**config.mk**
```make
export PLATFORM = sky130hd
export DESIGN_NAME = timer_counter
export DESIGN_NICKNAME = d
export VERILOG_FILES = /design/src/rtl/timer_counter_pkg.sv /design/src/rtl/timer_counter.sv
export SDC_FILE = /design/constraint.sdc
export NUM_CORES = 1
export LEC_CHECK = 0
export BUFFER_PORTS_ARGS = -buffer_cell sky130_fd_sc_hd__clkbuf_2
export CORE_MARGIN = 2
export CORE_UTILIZATION = 40
export CTS_BUF_LIST = sky130_fd_sc_hd__clkbuf_8
export DETAILED_ROUTE_END_ITERATION = 16
export GPL_TIMING_DRIVEN = 0
export PLACE_DENSITY = 0.68
export SKIP_CTS_REPAIR_TIMING = 1
export SYNTH_ARGS = -nofsm -noshare
export SYNTH_HDL_FRONTEND = slang
export SYNTH_SLANG_ARGS = --single-unit
```
**constraint.sdc**
```tcl
create_clock -name clk -period 4.72 [get_ports clk]
set_input_delay 0.708 -clock clk [delete_from_list [all_inputs] [get_ports clk]]
set_output_delay 0.708 -clock clk [all_outputs]
set_load 0.02 [all_outputs]
```
**src/rtl/timer_counter_pkg.sv**
```systemverilog
// Shared definitions for the memory-mapped countdown timer:
// register offsets, CTRL bit layout, mode encodings and FSM states.
package timer_counter_pkg;

    localparam logic [1:0] TC_CTRL   = 2'd0;
    localparam logic [1:0] TC_PRESET = 2'd1;
    localparam logic [1:0] TC_COUNT  = 2'd2;

    localparam int CTRL_EN   = 0;
    localparam int CTRL_MODE = 1;
    localparam int MODE_W    = 2;
    localparam int CTRL_IM   = 3;

    localparam logic [1:0] MODE_ONESHOT = 2'b00;
    localparam logic [1:0] MODE_RELOAD  = 2'b01;

    typedef enum logic [1:0] {
        ST_IDLE = 2'd0,
        ST_LOAD = 2'd1,
        ST_CNT  = 2'd2,
        ST_INT  = 2'd3
    } tc_state_e;

endpackage

```
**src/rtl/timer_counter.sv**
```systemverilog
// Programmable countdown timer on the CPU bridge, driving HWInt[2].
// Define TC_AUTO_RELOAD_EN to compile MODE 01 (periodic auto-reload).
module timer_counter
    import timer_counter_pkg::*;
(
    input  logic        clk,
    input  logic        reset,
    input  logic [1:0]  addr,
    input  logic        we,
    input  logic [31:0] wd,
    output logic [31:0] rd,
    output logic        irq
);

    logic [3:0]  ctrl;
    logic [31:0] preset;
    logic [31:0] count;
    logic        irq_flag;
    tc_state_e   state, state_nxt;

    logic en, ctrl_we, preset_we;
    logic load, dec, expire, en_clr, flag_clr;

    assign en        = ctrl[CTRL_EN];
    assign ctrl_we   = we && (addr == TC_CTRL);
    assign preset_we = we && (addr == TC_PRESET);

    // NOTE: sequential state uses non-blocking assignments so every register
    // samples pre-edge values regardless of statement order.
    always_ff @(posedge clk) begin
        if (reset) state <= ST_IDLE;
        else       state <= state_nxt;
    end

    // NOTE: every output of this block gets a default first, so no path
    // through the case can leave a signal unassigned and infer a latch.
    always_comb begin
        state_nxt = state;
        load      = 1'b0;
        dec       = 1'b0;
        expire    = 1'b0;
        en_clr    = 1'b0;
        flag_clr  = 1'b0;
        case (state)
            ST_IDLE: if (en) state_nxt = ST_LOAD;
            ST_LOAD: begin
                load      = 1'b1;
                state_nxt = ST_CNT;
            end
            ST_CNT: begin
                if (!en) begin
                    state_nxt = ST_IDLE;
                end else if (count > 32'd1) begin
                    dec = 1'b1;
                end else begin
                    expire    = 1'b1;
                    state_nxt = ST_INT;
                end
            end
            ST_INT: begin
`ifdef TC_AUTO_RELOAD_EN
                if (ctrl[CTRL_MODE +: MODE_W] == MODE_RELOAD) begin
                    flag_clr  = 1'b1;
                    state_nxt = ST_LOAD;
                end else
`endif
                begin
                    en_clr    = 1'b1;
                    state_nxt = ST_IDLE;
                end
            end
            default: state_nxt = ST_IDLE;
        endcase
    end

    // A CPU write to CTRL overrides both the one-shot EN clear and a
    // same-edge expiry, so the handler's write always lands cleanly.
    always_ff @(posedge clk) begin
        if (reset) begin
            ctrl     <= '0;
            preset   <= '0;
            count    <= '0;
            irq_flag <= 1'b0;
        end else begin
            if (ctrl_we)     ctrl          <= wd[3:0];
            else if (en_clr) ctrl[CTRL_EN] <= 1'b0;

            if (preset_we) preset <= wd;

            if (load)        count <= preset;
            else if (dec)    count <= count - 32'd1;
            else if (expire) count <= '0;

            if (ctrl_we || flag_clr) irq_flag <= 1'b0;
            else if (expire)         irq_flag <= 1'b1;
        end
    end

    always_comb begin
        rd = '0;
        case (addr)
            TC_CTRL:   rd = {28'd0, ctrl};
            TC_PRESET: rd = preset;
            TC_COUNT:  rd = count;
            default:   rd = '0;
        endcase
    end

    assign irq = ctrl[CTRL_IM] & irq_flag;

endmodule

```
# Yosys cells after proc, flatten, opt, wreduce, memory -nomap -nowiden
# Index checks and enable logic that the tools add are counted.
dict set report op_classes {
  addsub 1
  magnitude_cmp 1
  eq_ne 7
  mux 18
  bitwise 1
  reduce_logical 8
}
# op count
set ops {}
lappend ops {{$mux 32} 3}
lappend ops {{$pmux 32 s3} 1}
lappend ops {{$gt 32x1->1 const B} 1}
lappend ops {{$sub 32x1->32 const B} 1}
lappend ops {{$mux 1} 10}
lappend ops {{$pmux 2 s4} 1}
lappend ops {{$eq 2x2->1 const B} 3}
lappend ops {{$mux 2} 3}
lappend ops {{$eq 2x1->1 const B} 2}
lappend ops {{$logic_not 2->1} 2}
lappend ops {{$ne 3x3->1 const B} 1}
lappend ops {{$reduce_bool 3->1} 1}
lappend ops {{$logic_and 1x1->1} 2}
lappend ops {{$ne 2x2->1 const B} 1}
lappend ops {{$reduce_and 2->1} 1}
lappend ops {{$reduce_bool 2->1} 1}
lappend ops {{$reduce_or 2->1} 1}
lappend ops {{$and 1x1->1} 1}
dict set report totals {
  regBits 71
  in_bits 37
  output_inout_bits 33
  elab_cells 42
}

# Longest topological paths before layout
dict set report depth {
  ltp_word 7
  depth_mapped 9
  ltp_nobuf 8
}

# Worst setup path after synthesis
# OpenSTA, ideal clock, no wires.
dict set report synth_path {
  kind {input to output}
  from {in addr[1]}
  to {out rd[10]}
  arrival_ns 1.994
  required_time_ns 4.012
  slack_ns 2.018
  cell_stages 5
  n_path_buf 3
  cell_sequence {clkbuf_1 -> nor2b_1 -> clkbuf_1 -> buf_1 -> a22o_1}
}
dict set report synth_between {
  elab_chain_cells 2
  word_cells_on_any_way 4
  cone_classes {2 x eq/ne; 1 x mux; 1 x reduce/logical}
}
# item line_no
set synth_rtl {}
lappend synth_rtl {{start, declared} timer_counter.sv:8} ;# input logic [1:0] addr,
lappend synth_rtl {{$eq 2x2->1, or another cell as far along} timer_counter.sv:101} ;# case (addr)
lappend synth_rtl {{$pmux 32 s3 (*)} timer_counter.sv:101}
lappend synth_rtl {{end, declared} timer_counter.sv:11} ;# output logic [31:0] rd,
# Every way passes the cells marked *; elsewhere a longest branch is shown, timed or not.

# Final worst setup path
dict set report layout_path {
  from {in addr[1]}
  to {out rd[25]}
}
# The elaborated chain is that of the path after synthesis.

==> metrics.md <==
| Metric | Value |
|---|---|
| Final WL | 11710 um |
| Synthesized netlist cell count | 467 |
| Fillers | 937 |
| Sequential share of the synthesized area | 38.50% |
| Period utilisation layout | 74.23% |
| Post-DP HPWL | 8288 um |
| Die Ht | 100.1 um |
| XOR/XNOR Fraction of Synth Area | 3.795% |
| # rows | 35 |
| Max IR drop VDD | 130.4 uV |
| Skew-Pair Late Insertion Delay | 0.35 ns |
| CTS Sinks | 71 |
| Final Setup Violations | 0 |
| RSZ-0062 raised after global routing | false |
| WL/cell | 17.72 um |
| Maximum clock insertion buffer count | 2 |
| Largest family of logic cells by synthesized area | compound AO/OA/AOI/OAI gates |
| Hold WC Path Type | flip-flop to flip-flop |
| Power Dens Cells | 277.4 nW/um2 |
| Final Hold Fails | 0 |
| Fmax | 0.2854 GHz |
| Vias in the first global route | 3672 |
| Drt via density | 5.849 |
| LEAKAGE | 1.700 nW |
| Slew Limit Headroom | 37.32% |
| CP Data Arrival Time | 2.80 ns |
| Total congestion overflow | 0 |
| Clock slew seen by the registers of the worst setup and hold paths | 0.07 ns |
| Pins Over Slew Limit | 0 |
| Final net count | 584 |
| Critical path capture point type | primary output |
| Tmin final | 3.504 ns |
| Clock root buffer | clkbuf_8 |
| 1st-pass router iterations | 5 |
| Setup TNS | 0 ns |
| Multi-input gate area | 2073 um2 |
| Critical Path Fanout Max | 10 |
| First-pass GRT wire length | 18920 um |
| Syn. warnings | 0 |
| H-tree depth | 3 |
| Max-cap violation count | 0 |
| ANT cells | 0 |
| Largest net degree at the start of global routing | 12 |
| Status | finished, final reports clean |
| Net Count, Synth | 506 |
| Die Footprint | 10020 um2 |
| Input/output buffers | 67 |
| Register area | 1421 um2 |
| DRC | 0 |
| Iter 0 DRT Violations | 386 |
| Syn avg cell area | 7.906 um2 |
| Area Overhead vs Synth | 17.99% |
| Core Region | 9109 um2 |
| Global Route Usage Sum | 24.21% |
| Area post-placement | 4167 um2 |
| Chip width | 100.1 um |
| Share of post-route cells with drive strength above 1 | 17.82% |
| Mux cell area share after synthesis | 1.898% |
| Vias | 3866 |
| Initial antenna violation count | 0 |
| Crit start category | input port |
| Fin area | 4357 um2 |
| Compound-gate portion of the synthesized area | 25.89% |
| Synthesized cell area | 3692 um2 |
| Fin Clk Skew | 0.005791 ns |
| DRT antenna net count | 0 |
| Worst Tran Pin Value | 0.9381 ns |
| Simple-gate area share of the yosys netlist | 23.89% |
| Inserted Clock Buffers | 9 |
| GPL Wtd Cong | 0.9428 |
| Adder-Cell Fraction of Synth Area | 0.6777% |
| Initial Utilization | 40.54% |
| Worst setup path class | input port to primary output |
| Io pins | 70 |
| FF+latch count, synth | 71 |
| Unique masters post-synth | 47 |
| Worst EP required | 4.01 ns |
| CTS tree | done |
-- state kept, by name, indices dropped and copies added, names as in the netlist --
signal    count
ctrl          4
irq_flag      1
preset       32
count        32
state         2
-- synth_stat cells (all sizes together) --
cell type  count  share of area (%)
a211oi         2               0.41
a21oi         55                7.6
a222oi         7                1.9
a22o          28                6.6
a22oi         13                2.6
a31oi         10                1.7
a32oi          3               0.71
and2           2               0.34
and3           4               0.68
and3b          1               0.24
and4           1               0.24
buf           10                1.6
clkbuf        30                3.0
dfxtp         71                 38
ha             2               0.68
inv            7               0.71
mux2i          7                1.9
nand2         91                9.3
nand2b         2               0.34
nand3         12                1.6
nand3b         2               0.41
nand4          2               0.34
nand4b         1               0.24
nor2          26                2.6
nor2b          3               0.51
nor3          15                2.6
nor3b          3               0.75
nor4           5                1.4
nor4b          1               0.41
o211ai         1               0.20
o21ai         14                1.9
o22ai          5               0.85
o31a           1               0.24
o31ai          1               0.20
o41ai          4               0.95
or3            4               0.68
or4            5                1.2
xnor2          4               0.95
xor2          12                2.8
-- critical path, cell delays in order --
cell and delay, ns:
clkbuf_1 0.29, nor2b_1 0.19, clkbuf_1 0.53, buf_1 0.63, a22o_1 0.27, clkbuf_2 0.17
-- stage by stage --
stage / instances / utilization [%] / power (mW) / worst slack, ns / hold WS [ns]
finish: 661 / 47.83 / 1.209 / 1.216 / 0.4740
global route: 661 / 47.83 / 1.252 / 1.084 / 0.4914
CTS: 661 / 47.83 / 1.212 / 1.254 / 0.4760
detailed placement: 645 / 45.74 / 0.7381 / 1.251 / 0.4662
global placement: 645 / 45.74 / 0.7359 / 1.270 / 0.4571
floorplan: 467 / - / 0.6934 / 2.018 / 0.4486
-- layout make-up --
type	instances	share of cell area (%)
multi-input combinational	349	47.59
sequential	71	32.62
timing repair buffer	67	7.697
buffer	40	3.935
tap	111	3.188
clock buffer	10	3.159
clock inverter	6	1.206
inverter	7	0.6031
-- layer usage --
| layer | vias up | global-route usage (%) | wire length [um] |
|---|---|---|---|
| met3 | 29 | 4.735 | 876 |
| met5 | - | 0 | 0 |
| met1 | 1812 | 32.38 | 5148 |
| li1 | 1855 | - | - |
| met4 | 0 | 10.12 | 349 |
| met2 | 170 | 38.36 | 5339 |
-- path summary, 6_finish.rpt --
check	slack [ns]	depth (start not counted)	from	to
setup / recovery	1.22	6	addr[1]	rd[25]
hold / removal	0.47	2	preset[8]$_SDFFE_PP0P_	preset[8]$_SDFFE_PP0P_
setup reg to reg	2.00	6	count[0]$_SDFFE_PP0P_	count[15]$_SDFFE_PP0P_
hold reg to reg	0.47	2	preset[8]$_SDFFE_PP0P_	preset[8]$_SDFFE_PP0P_
-- power breakdown --
| part | switching [mW] | total (mW) | internal [mW] |
|---|---|---|---|
| logic | 0.0695 | 0.106 | 0.0366 |
| registers | 0.0101 | 0.620 | 0.610 |
| clock network | 0.231 | 0.483 | 0.252 |
-- cells in the final DEF, fill, tap and decap left out, types with 9 or more instances in the layout --
cell type and count:
a21oi_1 54, a22o_1 28, a22oi_1 13, a31oi_1 10, clkbuf_1 30, clkbuf_2 67
clkbuf_8 10, dfxtp_1 71, inv_1 9, nand2_1 91, nand3_1 12, nor2_1 26
nor3_1 13, o21ai_0 9, xor2_1 12
-- cells by family (layout without fill, tap and decap cells) --
kind of cell,count (synthesis),in the layout
flip-flops,71,71
AND/OR/NAND/NOR,180,180
adder cells (fa/ha/maj),2,2
XOR/XNOR,16,16
buffers and inverters,47,130
AO/OA/AOI/OAI,144,144
multiplexers,7,7
Power figures use the tool's default switching activity.
